`src/rtl/r2w1_write_arbiter_pkg.sv`:
```
// Shared definitions for the 2R/1W register-file write arbiter.
//   state_t     : controller state encoding (ST_INIT sweeps the RAM, ST_RUN arbitrates)
//   GRANT_ID_W  : width of the encoded requester index (covers up to 8 requesters)
package r2w1_write_arbiter_pkg;

    typedef enum logic {
        ST_INIT = 1'b0,
        ST_RUN  = 1'b1
    } state_t;

    localparam int GRANT_ID_W = 3;

endpackage

```
`src/rtl/r2w1_write_arbiter_rr_arbiter.sv`:
```
// Round-robin pick among NUM_REQ requesters, purely combinational.
// Ports:
//   req        in   NUM_REQ     request vector
//   ptr        in   GRANT_ID_W  highest-priority index this cycle (always < NUM_REQ)
//   grant      out  NUM_REQ     one-hot-or-zero grant
//   grant_idx  out  GRANT_ID_W  encoded index of the granted requester
//   any_req    out  1           at least one request is present
module r2w1_write_arbiter_rr_arbiter
    import r2w1_write_arbiter_pkg::*;
#(
    parameter int NUM_REQ = 3
) (
    input  logic [NUM_REQ-1:0]    req,
    input  logic [GRANT_ID_W-1:0] ptr,
    output logic [NUM_REQ-1:0]    grant,
    output logic [GRANT_ID_W-1:0] grant_idx,
    output logic                  any_req
);

    localparam int IW = (NUM_REQ > 1) ? $clog2(NUM_REQ) : 1;

    int          idx;
    logic [IW-1:0] sel;

    // Scan upward from ptr with wrap; the first hit wins.
    always_comb begin
        grant     = '0;
        grant_idx = '0;
        any_req   = 1'b0;
        idx       = 0;
        sel       = '0;
        for (int k = 0; k < NUM_REQ; k++) begin
            idx = int'(ptr) + k;
            if (idx >= NUM_REQ) idx = idx - NUM_REQ;
            sel = IW'(idx);
            if (!any_req && req[sel]) begin
                any_req    = 1'b1;
                grant[sel] = 1'b1;
                grant_idx  = GRANT_ID_W'(idx);
            end
        end
    end

endmodule

```
`src/rtl/r2w1_write_arbiter.sv`:
```
// Owns the write port of a 2-read/1-write register-file RAM. After reset it
// writes INIT_VALUE to every address, then grants at most one requester per
// cycle with round-robin fairness.
// Ports:
//   clk          in   1                    system clock
//   reset_n      in   1                    synchronous active-low reset
//   req_valid    in   NUM_REQ              per-requester write request
//   req_addr     in   NUM_REQ*ADDR_WIDTH   packed addresses, requester i at [i*ADDR_WIDTH +: ADDR_WIDTH]
//   req_data     in   NUM_REQ*DATA_WIDTH   packed data, same packing
//   req_ready    out  NUM_REQ              one-hot-or-zero grant (combinational)
//   ram_addr_w   out  ADDR_WIDTH           RAM write address (registered)
//   ram_data_in  out  DATA_WIDTH           RAM write data (registered)
//   ram_we       out  1                    RAM write enable (registered)
//   init_done    out  1                    init sweep finished
//   grant_id     out  3                    requester written last cycle
//
// state   | meaning
// --------+-----------------------------------------------------------
// ST_INIT | sweeping addresses 0..depth-1 with INIT_VALUE, no grants
// ST_RUN  | round-robin arbitration, one write per cycle
module r2w1_write_arbiter
    import r2w1_write_arbiter_pkg::*;
#(
    parameter int                    DATA_WIDTH = 8,
    parameter int                    ADDR_WIDTH = 12,
    parameter int                    NUM_REQ    = 3,
    parameter logic [DATA_WIDTH-1:0] INIT_VALUE = '0
) (
    input  logic                           clk,
    input  logic                           reset_n,
    input  logic [NUM_REQ-1:0]             req_valid,
    input  logic [NUM_REQ*ADDR_WIDTH-1:0]  req_addr,
    input  logic [NUM_REQ*DATA_WIDTH-1:0]  req_data,
    output logic [NUM_REQ-1:0]             req_ready,
    output logic [ADDR_WIDTH-1:0]          ram_addr_w,
    output logic [DATA_WIDTH-1:0]          ram_data_in,
    output logic                           ram_we,
    output logic                           init_done,
    output logic [GRANT_ID_W-1:0]          grant_id
);

    // One extra bit so the counter can record "last address issued" without
    // wrapping back to 0 and starting a second pass.
    localparam int CNT_W = ADDR_WIDTH + 1;

    state_t                  state;
    logic [CNT_W-1:0]        init_cnt;
    logic [GRANT_ID_W-1:0]   rr_ptr;

    logic [NUM_REQ-1:0]      arb_grant;
    logic [GRANT_ID_W-1:0]   arb_idx;
    logic                    arb_any;
    logic [ADDR_WIDTH-1:0]   sel_addr;
    logic [DATA_WIDTH-1:0]   sel_data;

    r2w1_write_arbiter_rr_arbiter #(
        .NUM_REQ (NUM_REQ)
    ) u_rr_arbiter (
        .req       (req_valid),
        .ptr       (rr_ptr),
        .grant     (arb_grant),
        .grant_idx (arb_idx),
        .any_req   (arb_any)
    );

    // Grant depends only on req_valid and state, never on addr/data.
    assign req_ready = (state == ST_RUN) ? arb_grant : '0;

    always_comb begin
        sel_addr = '0;
        sel_data = '0;
        for (int i = 0; i < NUM_REQ; i++) begin
            if (arb_grant[i]) begin
                sel_addr = req_addr[i*ADDR_WIDTH +: ADDR_WIDTH];
                sel_data = req_data[i*DATA_WIDTH +: DATA_WIDTH];
            end
        end
    end

    always_ff @(posedge clk) begin
        if (!reset_n) begin
            state       <= ST_INIT;
            init_cnt    <= '0;
            rr_ptr      <= '0;
            ram_we      <= 1'b0;
            ram_addr_w  <= '0;
            ram_data_in <= '0;
            init_done   <= 1'b0;
            grant_id    <= '0;
        end else begin
            case (state)
                ST_INIT: begin
                    if (!init_cnt[ADDR_WIDTH]) begin
                        ram_we      <= 1'b1;
                        ram_addr_w  <= init_cnt[ADDR_WIDTH-1:0];
                        ram_data_in <= INIT_VALUE;
                        init_cnt    <= init_cnt + 1'b1;
                    end else begin
                        ram_we    <= 1'b0;
                        init_done <= 1'b1;
                        state     <= ST_RUN;
                    end
                end
                ST_RUN: begin
                    if (arb_any) begin
                        ram_we      <= 1'b1;
                        ram_addr_w  <= sel_addr;
                        ram_data_in <= sel_data;
                        grant_id    <= arb_idx;
                        if (arb_idx == GRANT_ID_W'(NUM_REQ - 1))
                            rr_ptr <= '0;
                        else
                            rr_ptr <= arb_idx + 1'b1;
                    end else begin
                        ram_we <= 1'b0;
                    end
                end
            endcase
        end
    end

endmodule

```
`config.mk`:
```
export PLATFORM = sky130hd
export DESIGN_NAME = r2w1_write_arbiter
export DESIGN_NICKNAME = d
export VERILOG_FILES = /design/src/rtl/r2w1_write_arbiter_pkg.sv /design/src/rtl/r2w1_write_arbiter_rr_arbiter.sv /design/src/rtl/r2w1_write_arbiter.sv
export SDC_FILE = /design/constraint.sdc
export NUM_CORES = 1
export LEC_CHECK = 0
export ABC_AREA = 1
export CORE_ASPECT_RATIO = 1.75
export CORE_MARGIN = 8
export CORE_UTILIZATION = 34
export CTS_BUF_LIST = sky130_fd_sc_hd__clkbuf_4 sky130_fd_sc_hd__clkbuf_8
export CTS_CLUSTER_DIAMETER = 150
export DETAILED_ROUTE_END_ITERATION = 10
export PLACE_DENSITY_LB_ADDON = 0.12
export SLEW_MARGIN = 15
export SYNTH_ARGS = -nofsm -noshare
export SYNTH_HDL_FRONTEND = slang
export SYNTH_SLANG_ARGS = --single-unit
```
`constraint.sdc`:
```
create_clock -name clk -period 2.46 [get_ports clk]
set_input_delay 0.246 -clock clk [delete_from_list [all_inputs] [get_ports clk]]
set_output_delay 0.246 -clock clk [all_outputs]
set_load 0.01 [all_outputs]
```
### Word-level counts from Yosys, hierarchy flattened

Index checks and enable logic that the tools add are counted.

* register bits: 42
* input bits: 65
* output and inout bits: 28
* word-level logic and storage cells: 87

* add/sub/neg operators: 7
* order comparisons: 9
* equal/unequal tests: 3
* mux-type cells: 44
* bitwise logic cells: 4
* reductions and logical operators: 11

Operators with widths (number)
* $mux W12: 5
* $mux W8: 5
* $mux W3: 11
* $pmux W12 S2: 1
* $pmux W8 S2: 1
* $add A13 B1 Y13 const B: 1
* $mux W1: 13
* $mux W13: 1
* $lt A2 B3 Y1 const B: 3
* $ge A4 B2 Y1 const B: 2
* $reduce_and A2 Y1: 4
* $bmux W1 S2: 3
* $demux W1 S2: 3
* $ge A2 B1 Y1 const B: 3
* $or A3 B3 Y3: 2
* $sub A3 B3 Y3 const B: 2
* $logic_and A1 B1 Y1: 5
* $add A3 B1 Y4 const B: 1
* $add A3 B2 Y4 const B: 1
* $add A3 B1 Y3 const B: 1
* $eq A3 B2 Y1 const B: 1
* $ge A3 B2 Y1 const B: 1
* $sub A3 B2 Y3 const B: 1
* $logic_not A1 Y1: 2
* other kinds (4): 5

### Depth between registers and ports, before layout

Gate-level depths: netlist of the first run.

* depth in word-level cells: 16
* mapped depth: 21
* mapped depth without buffers: 19

### Cells and area by module

From an unflattened synthesis of the first run, not the netlist that was laid out.

* cells, all modules: 412
* area total of the unflattened synthesis: 2902.8 sq um

By module, submodules not included
* r2w1_write_arbiter: instances 1, cells each 310, area an instance 2190.9 sq um, sequential area each 840.8 sq um
* r2w1_write_arbiter_rr_arbiter: instances 1, cells each 102, area an instance 711.9 sq um, sequential area each 0.0 sq um

### Worst setup path after synthesis of the first run

No wires, ideal clock.

* path kind: reg2out
* start: reg rr_ptr[0]
* end: out req_ready[1]
* arrival time: 2069 ps
* data required time: 2214 ps
* path slack: 145 ps
* cell stages (with the launch flop): 16
* buffers on the path: 2
* cell sequence: dfxtp_1 buf_6 inv_4 ha_1 inv_1 nand3_1 nand2_2 inv_2 nand3_1 nand2_2 nor2_4 nand3_1 nand2_2 inv_2 buf_6 nor2_1

* cells in the longest elaborated chain, start to end: 12
* elaborated cells on any way between the ends: 44
* those cells by class: add/sub: 5; order compare: 9; mux: 21; bitwise: 2; reduce/logical: 7

RTL lines
* start, declared: RTL line r2w1_write_arbiter.sv:48 `logic [GRANT_ID_W-1:0] rr_ptr;`
* start signal, assigned: RTL line r2w1_write_arbiter.sv:113 `rr_ptr <= arb_idx + 1'b1;`
* $add A3 B1 Y4, or another cell as far along: RTL line r2w1_write_arbiter_rr_arbiter.sv:33 `idx = int'(ptr) + k;`
* $ge A4 B2 Y1, or another cell as far along: RTL line r2w1_write_arbiter_rr_arbiter.sv:34 `if (idx >= NUM_REQ) idx = idx - NUM_REQ;`
* $mux W3, or another cell as far along: RTL line r2w1_write_arbiter_rr_arbiter.sv:34
* $lt A2 B3 Y1 (not written as such), or another cell as far along: RTL line r2w1_write_arbiter_rr_arbiter.sv:38 `grant[sel] = 1'b1;`
* $logic_and A1 B1 Y1 (not written as such), or another cell as far along: RTL line r2w1_write_arbiter_rr_arbiter.sv:38
* $mux W1 (not written as such), or another cell as far along: RTL line r2w1_write_arbiter_rr_arbiter.sv:38
* $demux W1 S2, or another cell as far along
* $or A3 B3 Y3 (no source line) or $mux W1 (tied branches)
* $mux W3 or $logic_not A1 Y1 (tied branches): RTL line r2w1_write_arbiter_rr_arbiter.sv:36 `if (!any_req && req[sel]) begin`
* $or A3 B3 Y3 (no source line) or $logic_and A1 B1 Y1 (tied branches)
* $mux W3 (*): RTL line r2w1_write_arbiter_rr_arbiter.sv:36
* $mux W3 (*): RTL line r2w1_write_arbiter.sv:67 `assign req_ready = (state == ST_RUN) ? arb_grant : '0;`
* end, declared: RTL line r2w1_write_arbiter.sv:34 `output logic [NUM_REQ-1:0] req_ready,`

Every way passes the cells marked *; elsewhere a longest branch is shown, timed or not. The select of a mux whose other input is x is not followed.

### Final worst setup path of the first run

* start: reg rr_ptr[1]
* end: out req_ready[2]

The elaborated chain is that of the path after synthesis.

==> impl_metrics.yaml, run 1 <==
routing:
  wl_um: 10700
  via_per_inst: 5.04
  antenna_left: 0
  drt-initial-drc-count: 111
  vias: 3281
  drcViolationCount: 0
  drtPass1Iterations: 5
  wire_per_inst_um: 16.4
synthesis:
  synth-seq-cells: 42
  synth-edff-count: 0
  synth_compound_area_share_pct: 19.1
  synthSimpleGateAreaFrac_pct: 36.0
  syn_avg_cell_area_um2: 6.56
  synth_top_family_by_area: "simple AND/OR/NAND/NOR gates"
  synthesis.area_um2: 2850
  ys_types: 33
  synth_cells: 434
  synth.yosys.seq_area_share_pct: 29.5
  async_flop_share_pct: 0
  synth.top_cell.area_share_pct: 29.5
  synthTopCellsByArea: "dfxtp_1 30%, nand2_1 11%, nor2_1 8.0%"
  ys.flop_type: "dfxtp_1"
  synth_nets: 509
  synth_xor_area_share_pct: 0.923
  synth_mux_area_share_pct: 0
  synth.largest_area_cell: "dfxtp_1"
  yosysWarnings: 0
  synthAdderAreaFrac_pct: 4.39
sta:
  max_slew_margin_pct: 55.1
  finalSetupViolations: 0
  finalMaxSlewViolations: 0
  tns_ps: 0
  fin_skew_ps: 6.31
  rsz0062_at_grt: "yes"
  tightest_slew_ps: 672
  min_period_ps: 2430
  hold_viol: 0
  period_share_pct: 98.8
  fmax_mhz: 412
  setup_ws_ps: 30.4
  whs_ps: 465
place:
  place.gp.congestion: 0.899
  dp_hpwl_um: 8380
  preCtsSetupSlack_ps: -141
  io_buffer_count: 92
clocking:
  clock-sinks: 42
  cts_buffer_depth: 2
  ctsHoldBuffers: 0
  numCtsBuffers: 5
  cts_tree: "built"
  clk_pin_slew_ps: 80
  clk_latency_ps: 310
  htreeDepth: 2
  clockRootBuffer: "clkbuf_8"
grt:
  grtUsageTotal_pct: 18.3
  grt_max_degree: 23
  antenna_found_initial: 0
  grt_pass1_wl_um: 16500
  grt-ovfl-total: 0
  grt_pass1_vias: 3284
finish:
  finish.utilization_pct: 53.2
  fillers: 822
  n_antenna_cell: 0
  num-nets-final: 633
  multi_input_area_um2: 1880
  drive_gt1_share_pct: 22.7
  area_growth_syn_to_layout_pct: 53.2
  seqCellArea_um2: 843
floorplan:
  die_y_um: 137
  die_width_um: 85.2
  io_pins: 93
  coreArea_um2: 8200
  num_rows: 44
  die_area_um2: 11700
  initial_utilization_pct: 34.7
run:
  cap_violations: 0
power:
  ir_worst_vdd_uv: 340
  total_leakage_power_nw: 1.84
  cellPowerDensity_nw_per_um2: 338
hold_path:
  hold_class: "reg2reg"
  min_from: "ram_data_in[0]"
critical_path:
  r2r_start: "rr_ptr[1]"
  startpoint: "rr_ptr[1]"
  path_max_fanout: 7
  crit_type: "reg2out"
  critPathArrivalTime_ps: 2180
  startpoint_type: "register"
  endpoint_kind: "primary output"
  critPathRequiredTime_ps: 2210
status:
  status: "finished, final reports clean"
## report_power, final
| group | internal (mW) | switching [mW] |
|---|---|---|
| clock network | 0.226 | 0.268 |
| logic | 0.160 | 0.126 |
| registers | 0.687 | 0.00593 |
## worst paths after layout
check                   end  slack, ps  depth (start not counted)
max            req_ready[2]         30                         14
min          ram_data_in[0]        460                          2
max reg2reg   ram_addr_w[7]         90                         13
min reg2reg  ram_data_in[0]        460                          2
## synth_stat cells (4+ instances only)
cell / count
nand2_1: 80
nor2_1: 61
nand3_1: 43
a21oi_1: 42
dfxtp_1: 42
o21ai_0: 36
inv_1: 34
nand2_2: 14
a21oi_2: 11
ha_1: 10
nand3_2: 6
nor3_1: 6
buf_4: 5
buf_6: 5
clkbuf_1: 5
nand4_1: 5
buf_2: 4
## critical path, cell delays in order, from the launching register on
cell,delay (ps)
dfxtp_2,350
buf_6,140
ha_1,200
nand2_2,110
nand3_2,100
nand2_2,90
nand2_1,80
nand3_2,90
nand2_4,90
nor2_4,170
nand3_2,100
nand2_2,90
inv_2,50
nor2_4,90
buf_6,120
## logic make-up after synthesis
| logic type | Yosys count |
|---|---|
| compound gates | 97 |
| fa+ha+maj | 10 |
| simple gates | 223 |
| xor+xnor | 3 |
| flops | 42 |
| buf+inv | 59 |
## flip-flops by register name, summed over array words and instances (netlist names)
register / count
grant_id: 3
init_cnt: 13
init_done: 1
ram_addr_w: 12
ram_data_in: 8
ram_we: 1
rr_ptr: 3
state: 1
## cell usage in the layout (no fill, tap or decap), types with 2 or more instances in the layout
| cell | n |
|---|---|
| nand4_1 | 5 |
| inv_1 | 30 |
| inv_4 | 2 |
| clkbuf_8 | 6 |
| a21oi_2 | 17 |
| buf_6 | 6 |
| buf_4 | 39 |
| nand2_1 | 76 |
| ha_1 | 5 |
| nand2_4 | 5 |
| clkdlybuf4s50_1 | 89 |
| o21ai_0 | 32 |
| buf_2 | 2 |
| nand3_1 | 38 |
| o21ai_1 | 5 |
| dfxtp_1 | 40 |
| dfxtp_2 | 2 |
| a21oi_1 | 36 |
| o21ai_2 | 2 |
| nand3b_1 | 2 |
| nor3_1 | 6 |
| inv_2 | 6 |
| nand3_2 | 11 |
| nor2_4 | 4 |
| ha_4 | 4 |
| nor2_1 | 61 |
| nand2_2 | 14 |
| xnor2_1 | 2 |
## through the flow
step	power (mW)	instance area, um2	instances
finish	1.47	4360	651
global route	1.54	4360	651
CTS	1.48	4270	650
detailed placement	0.982	4080	640
global placement	0.981	4080	640
floorplan	0.826	2850	434
## metal layers
layer | track usage [%] | share of wire [%] | vias up
met5 | 0 | 0 | -
met4 | 8.18 | 3.3 | 0
met3 | 3.37 | 2.9 | 21
met2 | 36.3 | 56 | 67
met1 | 17.5 | 38 | 1523
li1 | - | - | 1670
## layout make-up
type	count	area share, %
tap	92	2.64
inverter	39	3.47
clock buffer	6	1.89
multi-input combinational	333	43.0
clock inverter	2	0.287
sequential	42	19.3
timing repair buffer	137	29.4
## repair_timing
| item | in CTS | in global routing |
|---|---|---|
| setup buffers | 2 | 1 |
| endpoints found under the setup margin | 5 | 29 |
| endpoints found under the hold margin | 0 | 0 |
| pin swaps | 11 | 7 |
| gates cloned | 0 | 0 |
| resized for setup | 36 | 25 |
Power figures use the tool's default switching activity.
==> run 2, diff against run 1 <==
--- a/config.mk
+++ b/config.mk
@@ -6,6 +6,7 @@
 export NUM_CORES = 1
 export LEC_CHECK = 0
 export ABC_AREA = 1
+export CAP_MARGIN = 20
 export CORE_ASPECT_RATIO = 1.75
 export CORE_MARGIN = 8
 export CORE_UTILIZATION = 34
==> constraint.sdc (replaced) <==
create_clock -name clk -period 2 [get_ports clk]
set_input_delay 0.2 -clock clk [delete_from_list [all_inputs] [get_ports clk]]
set_output_delay 0.2 -clock clk [all_outputs]
set_load 0.01 [all_outputs]
==> impl_metrics.yaml, run 2 (same netlist as run 1, synthesis figures left out) <==
place:
  dp_hpwl_um: 8290
  preCtsSetupSlack_ps: -479
  place_area_um2: 4160
  io_buffer_count: 92
  dp.cells: 639
  place.gp.congestion: 0.891
finish:
  area_growth_syn_to_layout_pct: 71.1
  finish.utilization_pct: 59.4
  final_cell_mix: "89 x clkdlybuf4s50_1, 59 x nor2_1, 56 x nand2_1, 39 x dfxtp_1, 39 x buf_4"
  regMostFlops: "init_cnt"
  final_area_um2: 4870
  largest_reg_flops: 13
  seqCellArea_um2: 850
  reg_top3: "init_cnt x13, ram_addr_w x12, ram_data_in x8"
  n_antenna_cell: 0
  final_common_cell: "clkdlybuf4s50_1"
  fillers: 755
  num-nets-final: 646
  final_cells: 664
  multi_input_area_um2: 2080
  drive_gt1_share_pct: 32.3
clocking:
  clk_latency_ps: 300
  htreeDepth: 2
  clockRootBuffer: "clkbuf_8"
  cts_tree: "built"
  ctsHoldBuffers: 0
  clk_pin_slew_ps: 80
  cts_buffer_depth: 2
  numCtsBuffers: 5
  clock-sinks: 42
critical_path:
  r2r_start: "rr_ptr[0]"
  r2r-end: "ram_addr_w[1]"
  reg2reg_slack_ps: -460
  critPathRequiredTime_ps: 1800
  cp_cell_sequence: "ha_4 -> ha_4 -> nand2_4 -> nand2_4 -> nand2_4 -> nand2_4 -> inv_2 -> nand3_2 -> nand2_2 -> nor2_4 -> nand3_2 -> nand2_4 -> clkinv_4 -> nor2_2 -> buf_2"
  startpoint: "rr_ptr[0]"
  crit_type: "reg2out"
  startpoint_type: "register"
  critical-path-max-stage-delay_ps: 370
  cp-endpoint: "req_ready[1]"
  endpoint_kind: "primary output"
  crit_slowest_cell: "dfxtp_4"
  critPathArrivalTime_ps: 2290
  path_max_fanout: 4
  r2r_cells: 18
  cpMostUsedCell: "nand2_4"
grt:
  grt_max_degree: 23
  grt_pass1_wl_um: 16500
  grtUsageMet1_pct: 17.7
  busiest_layer: "met2"
  grt_util_met2_pct: 36.6
  antenna_found_initial: 0
  grt-ovfl-total: 0
  grt_pass1_vias: 3251
  grtUsageMet3_pct: 2.71
  grtUsageTotal_pct: 18.4
routing:
  via_per_inst: 5.14
  drtPass1Iterations: 4
  antenna_left: 0
  drt-initial-drc-count: 151
  vias: 3415
  wire_per_inst_um: 17.6
  wl_um: 11700
  drcViolationCount: 0
power:
  cellPowerDensity_nw_per_um2: 436
  ir_worst_vdd_uv: 416
  total_leakage_power_nw: 2.03
hold_path:
  min_from: "ram_data_in[1]"
  hold_class: "reg2reg"
sta:
  fin_skew_ps: 6.70
  hold_viol: 0
  min_period_ps: 2490
  period_share_pct: 124
  fmax_mhz: 402
  finalMaxSlewViolations: 0
  setup_ws_ps: -487
  rsz0062_at_grt: "yes"
  whs_ps: 473
  max_slew_margin_pct: 79.6
  tightest_slew_ps: 304
  finalSetupViolations: 30
floorplan:
  coreArea_um2: 8200
  die_y_um: 137
  initial_utilization_pct: 34.7
  num_rows: 44
  die_area_um2: 11700
  die_width_um: 85.2
  io_pins: 93
status:
  status: "finished with violations"
  violations: "setup timing"
run:
  cap_violations: 0
run 2: per-stage QoR:
stage	TNS [ps]	power, mW
after floorplan	-1330	1.02
final	-11650	2.12
after global routing	-15660	2.21
after global placement	-9740	1.20
after detailed placement	-11110	1.20
after CTS	-9630	2.06
run 2: where the power goes:
group	internal (mW)	switching, mW
registers	0.842	0.00749
clock network	0.532	0.303
logic	0.241	0.197
total	1.62	0.508
run 2: repair_timing:
| item | CTS | global route |
|---|---|---|
| gates resized for setup | 31 | 81 |
| pin swaps | 7 | 45 |
| gates cloned | 1 | 4 |
| setup endpoints to repair | 30 | 30 |
| buffers inserted | 3 | 10 |
run 2: worst max-delay path: cells and delay by family, from the launching register on:
| kind | cells | cell delay, ps |
|---|---|---|
| simple gates | 10 | 900 |
| fa+ha+maj | 2 | 450 |
| flops | 1 | 370 |
| buf+inv | 3 | 250 |
run 2: worst min-delay path by stage:
| stage | end | slack [ps] | cells past startpoint |
|---|---|---|---|
| floorplan | init_cnt[3] | 340 | 2 |
| global placement | ram_data_in[0] | 450 | 2 |
| detailed placement | ram_data_in[0] | 460 | 2 |
| CTS | ram_data_in[0] | 470 | 2 |
| global route | ram_data_in[1] | 490 | 2 |
| finish | ram_data_in[1] | 470 | 2 |
run 2: layer usage:
layer  wire length [um]  share of wire [%]
met5                  0                  0
met4                533                4.6
met3                425                3.6
met2               6500                 56
met1               4210                 36
run 2: cell type report:
cell class                 instances  area share, %
clock buffer                       6           1.69
sequential                        42           17.4
tap                               92           2.36
inverter                          39           3.18
clock inverter                     2           1.23
timing repair buffer             150           31.4
multi-input combinational        333           42.7
